File: config.mk
export PLATFORM = sky130hd
export DESIGN_NAME = keypad_scan_ctl_flat
export DESIGN_NICKNAME = d
export VERILOG_FILES = /design/src/rtl/keypad_scan_ctl_if.sv /design/src/rtl/keypad_scan_ctl.sv /design/src/flat_wrapper.sv
export SDC_FILE = /design/constraint.sdc
export NUM_CORES = 1
export LEC_CHECK = 0
export ABC_AREA = 1
export BUFFER_PORTS_ARGS = -buffer_cell sky130_fd_sc_hd__clkbuf_2
export CAP_MARGIN = 20
export CORE_MARGIN = 2
export CORE_UTILIZATION = 25
export CTS_CLUSTER_DIAMETER = 200
export DETAILED_ROUTE_END_ITERATION = 12
export GPL_TIMING_DRIVEN = 0
export SYNTH_ARGS = -nofsm -noshare
export SYNTH_HDL_FRONTEND = slang
export SYNTH_SLANG_ARGS = --single-unit
File: constraint.sdc
create_clock -name clk -period 9.54 [get_ports clk]
set_clock_uncertainty 0.15 [all_clocks]
set_input_delay 0 -clock clk [delete_from_list [all_inputs] [get_ports clk]]
set_output_delay 0 -clock clk [all_outputs]
set_load 0.1 [all_outputs]
File: src/rtl/keypad_scan_ctl_if.sv
// Keypad scan controller bus: matrix row/column lines plus the debounced
// key report. The controller side uses "master", the board/user side "slave".
`timescale 1ns/1ps
interface keypad_scan_ctl_if;
   logic [3:0] row_n;      // keypad rows, active-low, pulled up off-chip
   logic [3:0] col_n;      // column drive, active-low, one-hot-low
   logic [3:0] key_code;   // last accepted key, col*4 + row
   logic       key_valid;  // one-cycle strobe on a new accept
   logic       key_down;   // debounced hold level
   logic       multi;      // last frame saw two or more pressed positions

   modport master (
      input  row_n,
      output col_n,
      output key_code,
      output key_valid,
      output key_down,
      output multi
   );

   modport slave (
      output row_n,
      input  col_n,
      input  key_code,
      input  key_valid,
      input  key_down,
      input  multi
   );
endinterface

File: src/rtl/keypad_scan_ctl.sv
// 4x4 matrix keypad scanner: drives one column low per dwell period, collects
// a full 16-position frame, and debounces whole frames into single key reports.
// Frame classification happens on the last column's tick edge, so the
// registered outputs change at the start of the frame-eval cycle.
`timescale 1ns/1ps
module keypad_scan_ctl #(
   parameter int unsigned SCAN_CYCLES     = 100000,
   parameter int unsigned DEBOUNCE_FRAMES = 4
) (
   input  logic              clk,
   input  logic              rst_n,
   keypad_scan_ctl_if.master kp
);

   localparam int unsigned CW = $clog2(SCAN_CYCLES);
   localparam int unsigned FW = $clog2(DEBOUNCE_FRAMES + 1);

   typedef enum logic [1:0] {
      ST_IDLE    = 2'd0,
      ST_CAND    = 2'd1,
      ST_PRESSED = 2'd2,
      ST_REL     = 2'd3
   } state_t;

   // Number of pressed positions in a frame.
   function automatic logic [4:0] f_popcount(input logic [15:0] v);
      logic [4:0] n;
      n = 5'd0;
      for (int i = 0; i < 16; i++) begin
         n = n + {4'd0, v[i]};
      end
      return n;
   endfunction

   // Position of the lowest pressed bit; only meaningful for single presses.
   function automatic logic [3:0] f_low_idx(input logic [15:0] v);
      logic [3:0] idx;
      idx = 4'd0;
      for (int i = 15; i >= 0; i--) begin
         if (v[i]) begin
            idx = 4'(i);
         end
      end
      return idx;
   endfunction

   logic [3:0]    r_sync1;
   logic [3:0]    r_sync2;
   logic [CW-1:0] r_dwell;
   logic [1:0]    r_col_idx;
   logic [3:0]    r_col_n;
   logic [11:0]   r_acc;
   state_t        r_state;
   logic [FW-1:0] r_cnt;
   logic [3:0]    r_cand;
   logic [3:0]    r_key_code;
   logic          r_key_valid;
   logic          r_key_down;
   logic          r_multi;

   logic          w_tick;
   logic          w_frame_done;
   logic [3:0]    w_row_act;
   logic [1:0]    w_col_idx_nxt;
   logic [15:0]   w_frame;
   logic [4:0]    w_pop;
   logic          w_single;
   logic          w_multi;
   logic [3:0]    w_idx;
   logic          w_held;
   logic [FW-1:0] w_cnt_inc;

   state_t        w_state_nxt;
   logic [FW-1:0] w_cnt_nxt;
   logic [3:0]    w_cand_nxt;
   logic          w_accept;
   logic          w_release;

   logic [3:0]    w_key_code_nxt;
   logic          w_key_valid_nxt;
   logic          w_key_down_nxt;
   logic          w_multi_nxt;

   assign w_tick        = (r_dwell == CW'(SCAN_CYCLES - 1));
   assign w_frame_done  = w_tick && (r_col_idx == 2'd3);
   assign w_row_act     = ~r_sync2;
   assign w_col_idx_nxt = r_col_idx + 2'd1;
   // Column 3 is taken live from the synchronizer on the completing tick.
   assign w_frame       = {w_row_act, r_acc};
   assign w_pop         = f_popcount(w_frame);
   assign w_single      = (w_pop == 5'd1);
   assign w_multi       = (w_pop >= 5'd2);
   assign w_idx         = f_low_idx(w_frame);
   assign w_held        = w_frame[r_key_code];
   assign w_cnt_inc     = r_cnt + FW'(1);

   // Two-flop synchronizer for the asynchronous row inputs.
   always_ff @(posedge clk or negedge rst_n) begin
      if (!rst_n) begin
         r_sync1 <= 4'b1111;
         r_sync2 <= 4'b1111;
      end else begin
         r_sync1 <= kp.row_n;
         r_sync2 <= r_sync1;
      end
   end

   // Dwell counter and column rotation; a column advances on each tick.
   always_ff @(posedge clk or negedge rst_n) begin
      if (!rst_n) begin
         r_dwell   <= '0;
         r_col_idx <= 2'd0;
         r_col_n   <= 4'b1110;
      end else if (w_tick) begin
         r_dwell   <= '0;
         r_col_idx <= w_col_idx_nxt;
         r_col_n   <= ~(4'b0001 << w_col_idx_nxt);
      end else begin
         r_dwell   <= r_dwell + CW'(1);
      end
   end

   // Frame accumulator: columns 0..2 are stored, column 3 completes and clears.
   always_ff @(posedge clk or negedge rst_n) begin
      if (!rst_n) begin
         r_acc <= 12'd0;
      end else if (w_tick) begin
         case (r_col_idx)
            2'd0:    r_acc[3:0]  <= w_row_act;
            2'd1:    r_acc[7:4]  <= w_row_act;
            2'd2:    r_acc[11:8] <= w_row_act;
            default: r_acc       <= 12'd0;
         endcase
      end else begin
         r_acc <= r_acc;
      end
   end

   // Debounce FSM state register.
   always_ff @(posedge clk or negedge rst_n) begin
      if (!rst_n) begin
         r_state <= ST_IDLE;
         r_cnt   <= '0;
         r_cand  <= 4'd0;
      end else begin
         r_state <= w_state_nxt;
         r_cnt   <= w_cnt_nxt;
         r_cand  <= w_cand_nxt;
      end
   end

   // Debounce FSM next-state logic; only completed frames move it.
   always_comb begin
      w_state_nxt = r_state;
      w_cnt_nxt   = r_cnt;
      w_cand_nxt  = r_cand;
      w_accept    = 1'b0;
      w_release   = 1'b0;
      if (w_frame_done) begin
         case (r_state)
            ST_IDLE: begin
               if (w_single) begin
                  w_cand_nxt = w_idx;
                  if (DEBOUNCE_FRAMES == 1) begin
                     w_state_nxt = ST_PRESSED;
                     w_cnt_nxt   = '0;
                     w_accept    = 1'b1;
                  end else begin
                     w_state_nxt = ST_CAND;
                     w_cnt_nxt   = FW'(1);
                  end
               end else begin
                  w_state_nxt = ST_IDLE;
               end
            end
            ST_CAND: begin
               if (w_single && (w_idx == r_cand)) begin
                  if (w_cnt_inc == FW'(DEBOUNCE_FRAMES)) begin
                     w_state_nxt = ST_PRESSED;
                     w_cnt_nxt   = '0;
                     w_accept    = 1'b1;
                  end else begin
                     w_cnt_nxt   = w_cnt_inc;
                  end
               end else if (w_single) begin
                  w_cand_nxt = w_idx;
                  w_cnt_nxt  = FW'(1);
               end else begin
                  w_state_nxt = ST_IDLE;
                  w_cnt_nxt   = '0;
               end
            end
            ST_PRESSED: begin
               // A held key masks every other position: no rollover.
               if (w_held) begin
                  w_state_nxt = ST_PRESSED;
               end else if (DEBOUNCE_FRAMES == 1) begin
                  w_state_nxt = ST_IDLE;
                  w_cnt_nxt   = '0;
                  w_release   = 1'b1;
               end else begin
                  w_state_nxt = ST_REL;
                  w_cnt_nxt   = FW'(1);
               end
            end
            ST_REL: begin
               if (!w_held) begin
                  if (w_cnt_inc == FW'(DEBOUNCE_FRAMES)) begin
                     w_state_nxt = ST_IDLE;
                     w_cnt_nxt   = '0;
                     w_release   = 1'b1;
                  end else begin
                     w_cnt_nxt   = w_cnt_inc;
                  end
               end else begin
                  w_state_nxt = ST_PRESSED;
                  w_cnt_nxt   = '0;
               end
            end
            default: begin
               w_state_nxt = ST_IDLE;
               w_cnt_nxt   = '0;
            end
         endcase
      end else begin
         w_state_nxt = r_state;
      end
   end

   // Output next values: strobe on accept, hold level, multi per frame.
   always_comb begin
      w_key_code_nxt  = r_key_code;
      w_key_valid_nxt = 1'b0;
      w_key_down_nxt  = r_key_down;
      w_multi_nxt     = r_multi;
      if (w_frame_done) begin
         w_multi_nxt = w_multi;
         if (w_accept) begin
            w_key_code_nxt  = w_cand_nxt;
            w_key_valid_nxt = 1'b1;
            w_key_down_nxt  = 1'b1;
         end else if (w_release) begin
            w_key_down_nxt  = 1'b0;
         end else begin
            w_key_down_nxt  = r_key_down;
         end
      end else begin
         w_key_valid_nxt = 1'b0;
      end
   end

   // Output registers.
   always_ff @(posedge clk or negedge rst_n) begin
      if (!rst_n) begin
         r_key_code  <= 4'd0;
         r_key_valid <= 1'b0;
         r_key_down  <= 1'b0;
         r_multi     <= 1'b0;
      end else begin
         r_key_code  <= w_key_code_nxt;
         r_key_valid <= w_key_valid_nxt;
         r_key_down  <= w_key_down_nxt;
         r_multi     <= w_multi_nxt;
      end
   end

   assign kp.col_n     = r_col_n;
   assign kp.key_code  = r_key_code;
   assign kp.key_valid = r_key_valid;
   assign kp.key_down  = r_key_down;
   assign kp.multi     = r_multi;

endmodule

File: src/flat_wrapper.sv
// flat-port wrapper written by rule: the top's interface ports become plain ports
module keypad_scan_ctl_flat 
#(
   parameter int unsigned SCAN_CYCLES     = 100000,
   parameter int unsigned DEBOUNCE_FRAMES = 4
)
  (clk, rst_n, kp_row_n, kp_col_n, kp_key_code, kp_key_valid, kp_key_down, kp_multi);
  keypad_scan_ctl_if kp_i ();
  input  logic clk;
  input  logic rst_n;
  input wire logic [$bits(kp_i.row_n)-1:0] kp_row_n;
  output wire logic [$bits(kp_i.col_n)-1:0] kp_col_n;
  output wire logic [$bits(kp_i.key_code)-1:0] kp_key_code;
  output wire logic [$bits(kp_i.key_valid)-1:0] kp_key_valid;
  output wire logic [$bits(kp_i.key_down)-1:0] kp_key_down;
  output wire logic [$bits(kp_i.multi)-1:0] kp_multi;
  assign kp_i.row_n = kp_row_n;
  assign kp_col_n = kp_i.col_n;
  assign kp_key_code = kp_i.key_code;
  assign kp_key_valid = kp_i.key_valid;
  assign kp_key_down = kp_i.key_down;
  assign kp_multi = kp_i.multi;
  keypad_scan_ctl #(.SCAN_CYCLES(SCAN_CYCLES), .DEBOUNCE_FRAMES(DEBOUNCE_FRAMES)) u_core (.clk(clk), .rst_n(rst_n), .kp(kp_i));
endmodule
-- Yosys cells after proc, flatten, opt, wreduce, memory -nomap -nowiden
Index checks and enable logic that the tools add are counted.
- reductions and logical operators: 15
- add/sub/neg operators: 18
- multiplexer cells: 52
- eq/ne operators: 15
- shifts and indexed selects: 1
- bitwise logic cells: 5
- order comparisons: 2
- operator list (kind ; number):
    two-way mux 4 bit ; 19
    adder 5 x 1 -> 5 bit ; 14
    one-hot mux 4 bit (2 select lines) ; 4
    adder 17 x 1 -> 17 bit (second input constant) ; 1
    == test 17 bit (second input constant) ; 1
    two-way mux 17 bit ; 1
    two-way mux 1 bit ; 15
    two-way mux 3 bit ; 5
    one-hot mux 3 bit (4 select lines) ; 1
    two-way mux 2 bit ; 5
    AND reduction 2 bit ; 5
    == test 2 bit (second input constant) ; 4
    NOT 4 bit ; 2
    one-hot mux 2 bit (4 select lines) ; 1
    != test 3 bit (second input constant) ; 2
    OR reduction 2 bit ; 3
    == test 5 x 1 -> 1 bit (second input constant) ; 1
    >= comparator 5 x 2 -> 1 bit (second input constant) ; 1
    < comparator 4 x 5 -> 1 bit (second input constant) ; 1
    binary-select mux 1 bit (select 4 bit) ; 1
    == test 2 x 1 -> 1 bit (second input constant) ; 2
    == test 4 bit ; 1
    logical NOT 2 bit ; 2
    AND reduction 4 bit ; 1
    other kinds (12) ; 15
- flip-flop bits (word level): 59
- word-level logic and storage cells: 123
- input port bits: 6
- output and inout bits: 11

-- Longest topological paths before layout
- depth after elaboration: 24
- depth in mapped cells: 23
- gate-level depth less buffers: 22

-- Worst setup path after synthesis
Ideal clock, no wire load.
- kind: register to register
- start point: register u_core.r_acc[0]
- end point: register u_core.r_state[1]
- clock period less this slack: 4906 ps
- arrival: 4639 ps
- stages on the path, launching flop included: 23
- path buffers: 1
- library setup time: 116 ps
- setup slack: 4634 ps
- required time: 9274 ps
- path through: dfrtp_1 ha_1 fa_1 fa_1 fa_1 inv_1 fa_1 inv_1 fa_1 inv_1 fa_1 inv_1 nor4_2 nand2_2 nor2_4 buf_6 inv_2 nor3_2 nand3_2 a21oi_1 nand3_1 nand2_1 nand2_1
- cells in the longest elaborated chain, start to end: 19
- elaborated cells on any way between the ends: 28
- classes of those cells: add/sub (15); eq/ne (5); mux (6); reduce/logical (2)
- RTL lines (what ; RTL line ; text):
    from (decl) ; keypad_scan_ctl.sv:52 ; logic [11:0] r_acc;
    from (signal assigned) ; keypad_scan_ctl.sv:129 ; 2'd0: r_acc[3:0] <= w_row_act;
    from (signal assigned) ; keypad_scan_ctl.sv:135 ; r_acc <= r_acc;
    adder 1 x 1 -> 2 bit ; keypad_scan_ctl.sv:30 ; n = n + {4'd0, v[i]};
    adder 5 x 1 -> 5 bit (14 in series) ; keypad_scan_ctl.sv:30 ;
    == test 5 x 1 -> 1 bit ; keypad_scan_ctl.sv:91 ; assign w_single = (w_pop == 5'd1);
    logical AND 1 bit ; keypad_scan_ctl.sv:177 ; if (w_single && (w_idx == r_cand)) begin
    != test 3 bit (no source line) / two-way mux 2 bit (equally long branches) ; - ;
    AND reduction 4 bit (no source line) / one-hot mux 2 bit (4 select lines) (equally long branches) ; - ;
    to (signal assigned) ; keypad_scan_ctl.sv:146 ; r_state <= w_state_nxt;
    to (decl) ; keypad_scan_ctl.sv:53 ; state_t r_state;
Several ways; a longest one is shown, not always the timed one. The select of a mux whose other input is x is not followed.
A chain may end at the register's enable or synchronous reset.

-- Worst setup path after layout
- start point: register u_core.r_acc[1]
- end point: register u_core.r_key_code[3], in the netlist u_core.kp.key_code[3]
- cells in the longest elaborated chain, start to end: 21
- elaborated cells on any way between the ends: 28
- classes of those cells: add/sub (15); eq/ne (2); mux (9); reduce/logical (2)
- RTL lines (what ; RTL line ; text):
    adder 1 x 1 -> 2 bit ; keypad_scan_ctl.sv:30 ;
    adder 5 x 1 -> 5 bit (14 in series) ; keypad_scan_ctl.sv:30 ;
    == test 5 x 1 -> 1 bit ; keypad_scan_ctl.sv:91 ;
    logical AND 1 bit ; keypad_scan_ctl.sv:177 ;
    two-way mux 1 bit ; keypad_scan_ctl.sv:177 ;
    two-way mux 1 bit ; keypad_scan_ctl.sv:160 ; case (r_state)
    two-way mux 1 bit ; keypad_scan_ctl.sv:159 ; if (w_frame_done) begin
    AND reduction 2 bit (no source line) ; - ;
    to (signal assigned) ; keypad_scan_ctl.sv:260 ; r_key_code <= w_key_code_nxt;
    to (decl) ; keypad_scan_ctl.sv:56 ; logic [3:0] r_key_code;
Several ways; a longest one is shown, not always the timed one.

==> metrics.cfg <==
[floorplanning]
die_area_sq_mm=0.0156
core-area_sq_mm=0.0144
die_y_microns=125
start_util=0.253
ios=17
fp.dieW_microns=125
fp-row-count=44

[critical_path]
crit_chain=ha_1, fa_1, fa_1, fa_1, inv_1, fa_1, inv_1, fa_1, inv_1, fa_1, inv_1, nor4_2, nand2_2, nor2_4, o21ai_2, nor3b_2, nand4_2, nor3_4, inv_2, nand2_1, nand2_1
rr_endpoint=u_core.kp.key_code[3]
crit_path_frequent_cell=fa_1
worst-path-max-fanout=8
worstPathRequired_ps=9600
cpMaxStageDelayCell=fa_1
reg2reg_depth=21
cp.arrival_ps=5320
r2r_setup_slack_ps=4280
r2r-start=u_core.r_acc[1]
cpPeakStageDelay_ps=510
path_class=reg2reg
start_kind=flop
cp-end-kind=flop

[place]
dp.cells=638
numPortBuffers=16
dpl_cell_area_sq_mm=0.00397
place_hpwl_microns=5810
place_congestion=0.899

[clock_tree]
clk_transition_reported_paths_ps=50
clk-insertion-delay-late_ps=320
clock-root-buffer=clkbuf_16
clockBufferDepth=2
cts-htree-levels=3
cts-resized-gates=0
numCtsBuffers=9
cts_tree=built
cts.sinks=59

[layout]
n_fill_cell=1515
fin_nets=501
stdcell_area_sq_mm=0.00435
layout.cells.non_filler=659
post-route-util=0.301
layout-drive-gt1-share=0.189
diodes=0
area_delta_synth_final_pct=18.9

[min_path]
whs_path_depth=2
hp-class=in2reg
holdPathEnd=u_core.r_sync1[2]
hold_start=kp_row_n[2]

[synthesis]
synth_ff_type=dfrtp_1
synth_seq_cells=59
netlist_instances=438
synth_warnings=0
synth_top_area_cell=dfrtp_1
synth_edf_count=0
synth_top_cells_by_count=nand2_1 (102), inv_1 (74), dfrtp_1 (48)
synth_top_area_share=0.329
yosysMostFrequentCell=nand2_1
synthTopCellsByArea=dfrtp_1 (33%), nand2_1 (10%), dfstp_2 (7.9%)
avgSynthCellArea_sq_um=8.34
syn_area_sq_mm=0.00365
async_flop_share=1.00
synth_fp_nets=469
synth-seq-area-share=0.408
yosysUniqueCellTypes=44

[sta]
rsz0062_at_grt=false
min_period_ps=5260
worst_slew_pin_slew_ps=802
max_clock_freq_mhz=190
drv_slew=0
holdWs_ps=162
timing.final.crit_share=0.552
hold_viol=0
finalSetupViolCount=0
tns_ps=0
slew_headroom=0.465

[global_routing]
overflow=0
track_usage=0.102
grt_pass1_vias=2881
grt_max_degree=60
antenna_found_initial=0
grt_pass1_wl_microns=13200

[routing]
ant_nets=0
drt_wl_total_microns=7790
drc_errors=0
vias=2904
avgRoutedWirePerCell_microns=11.8
dr.pass1.iters=4
first_iter_violations=194
vias_per_cell=4.41

[job]
drv_cap=0

[power]
powerDensity_mw_per_mm2=147
vdd_drop_max_mv=0.111
p_leak_nw=2.09

[status]
status=completed

-- timing repair --
action / CTS / global route
setup buffers: 0 / 0
hold buffers: 5 / 0
endpoints found under the hold margin: 52 / 0
-- power breakdown --
group          internal, mW  switching (mW)
clock                 0.242           0.108
combinational        0.0121          0.0204
sequential            0.254         0.00213
total                 0.508           0.131
-- cell families (layout without fill, tap and decap cells) --
family	count (synthesis)	count (layout)	synth area share
flip-flops	59	59	0.408
buffers and inverters	88	125	0.0952
AO/OA/AOI/OAI	71	71	0.118
XOR/XNOR	5	5	0.0120
adder cells (fa/ha/maj)	25	25	0.106
AND/OR/NAND/NOR	190	190	0.260
-- state kept, by name (all words and copies together) (netlist names), 2 cells and up --
signal / count
u_core.kp.col_n: 4
u_core.kp.key_code: 4
u_core.r_acc: 12
u_core.r_cand: 4
u_core.r_cnt: 3
u_core.r_col_idx: 2
u_core.r_dwell: 17
u_core.r_state: 2
u_core.r_sync1: 4
u_core.r_sync2: 4
-- critical path, delay by kind of cell (launching register included) --
kind            cells  cell delay, ps
buf+inv             5             340
flops               1             440
simple gates        8            1270
compound gates      1              70
fa+ha+maj           7            2860
-- routing by layer --
metal / GRT usage / part of all wire / wire length (microns) / vias up
met1: 0.127 / 0.46 / 3610 / 1378
met2: 0.175 / 0.49 / 3840 / 60
met4: 0.0314 / 0.010 / 80 / 0
met5: 0 / 0 / 0 / -
li1: - / - / - / 1457
met3: 0.0236 / 0.032 / 250 / 9
-- cell usage in the layout (no fill, tap or decap), types with 3 or more instances in the layout --
| cell | count |
|---|---|
| a21oi_1 | 13 |
| clkbuf_16 | 9 |
| clkbuf_2 | 15 |
| dfrtp_1 | 48 |
| dfstp_2 | 11 |
| dlygate4sd3_1 | 5 |
| fa_1 | 10 |
| ha_1 | 15 |
| inv_1 | 74 |
| inv_2 | 8 |
| nand2_1 | 102 |
| nand2_2 | 7 |
| nand3_1 | 19 |
| nand4_1 | 3 |
| nor2_1 | 27 |
| nor2_2 | 9 |
| nor3_1 | 4 |
| o211ai_1 | 4 |
| o21ai_0 | 27 |
| o21ai_1 | 4 |
| o221ai_1 | 4 |
| o31ai_1 | 9 |
| xor2_1 | 5 |
-- layout make-up --
cell class	instances	area, sq um	area share
multi-input cells	291	1820	0.418
repair buffers	21	133	0.0305
clock inverters	4	72.6	0.0167
flip-flops and latches	59	1490	0.343
clock buffers	12	256	0.0590
inverters	83	312	0.0717
plain buffers	5	36.3	0.00835
well taps	184	230	0.0530
-- worst max path at each step --
stage	startpoint	to	slack (ps)	depth (start not counted)
after floorplan	u_core.r_acc[0]	u_core.r_state[1]	4630	22
after global routing	u_core.r_acc[1]	u_core.r_state[1]	4000	22
after global placement	u_core.r_acc[0]	u_core.kp.key_code[0]	4290	21
after CTS	u_core.r_sync2[0]	u_core.kp.key_code[3]	4220	21
after detailed placement	u_core.r_acc[1]	u_core.kp.key_code[0]	4260	21
final	u_core.r_acc[1]	u_core.kp.key_code[3]	4280	21
-- metrics by stage --
step	total power, mW	worst slack (ps)
after CTS	0.647	4220
final	0.639	4280
after detailed placement	0.291	4260
after floorplan	0.280	4630
after global placement	0.290	4290
after global routing	0.662	4000
(Power assumes the default switching activity.)
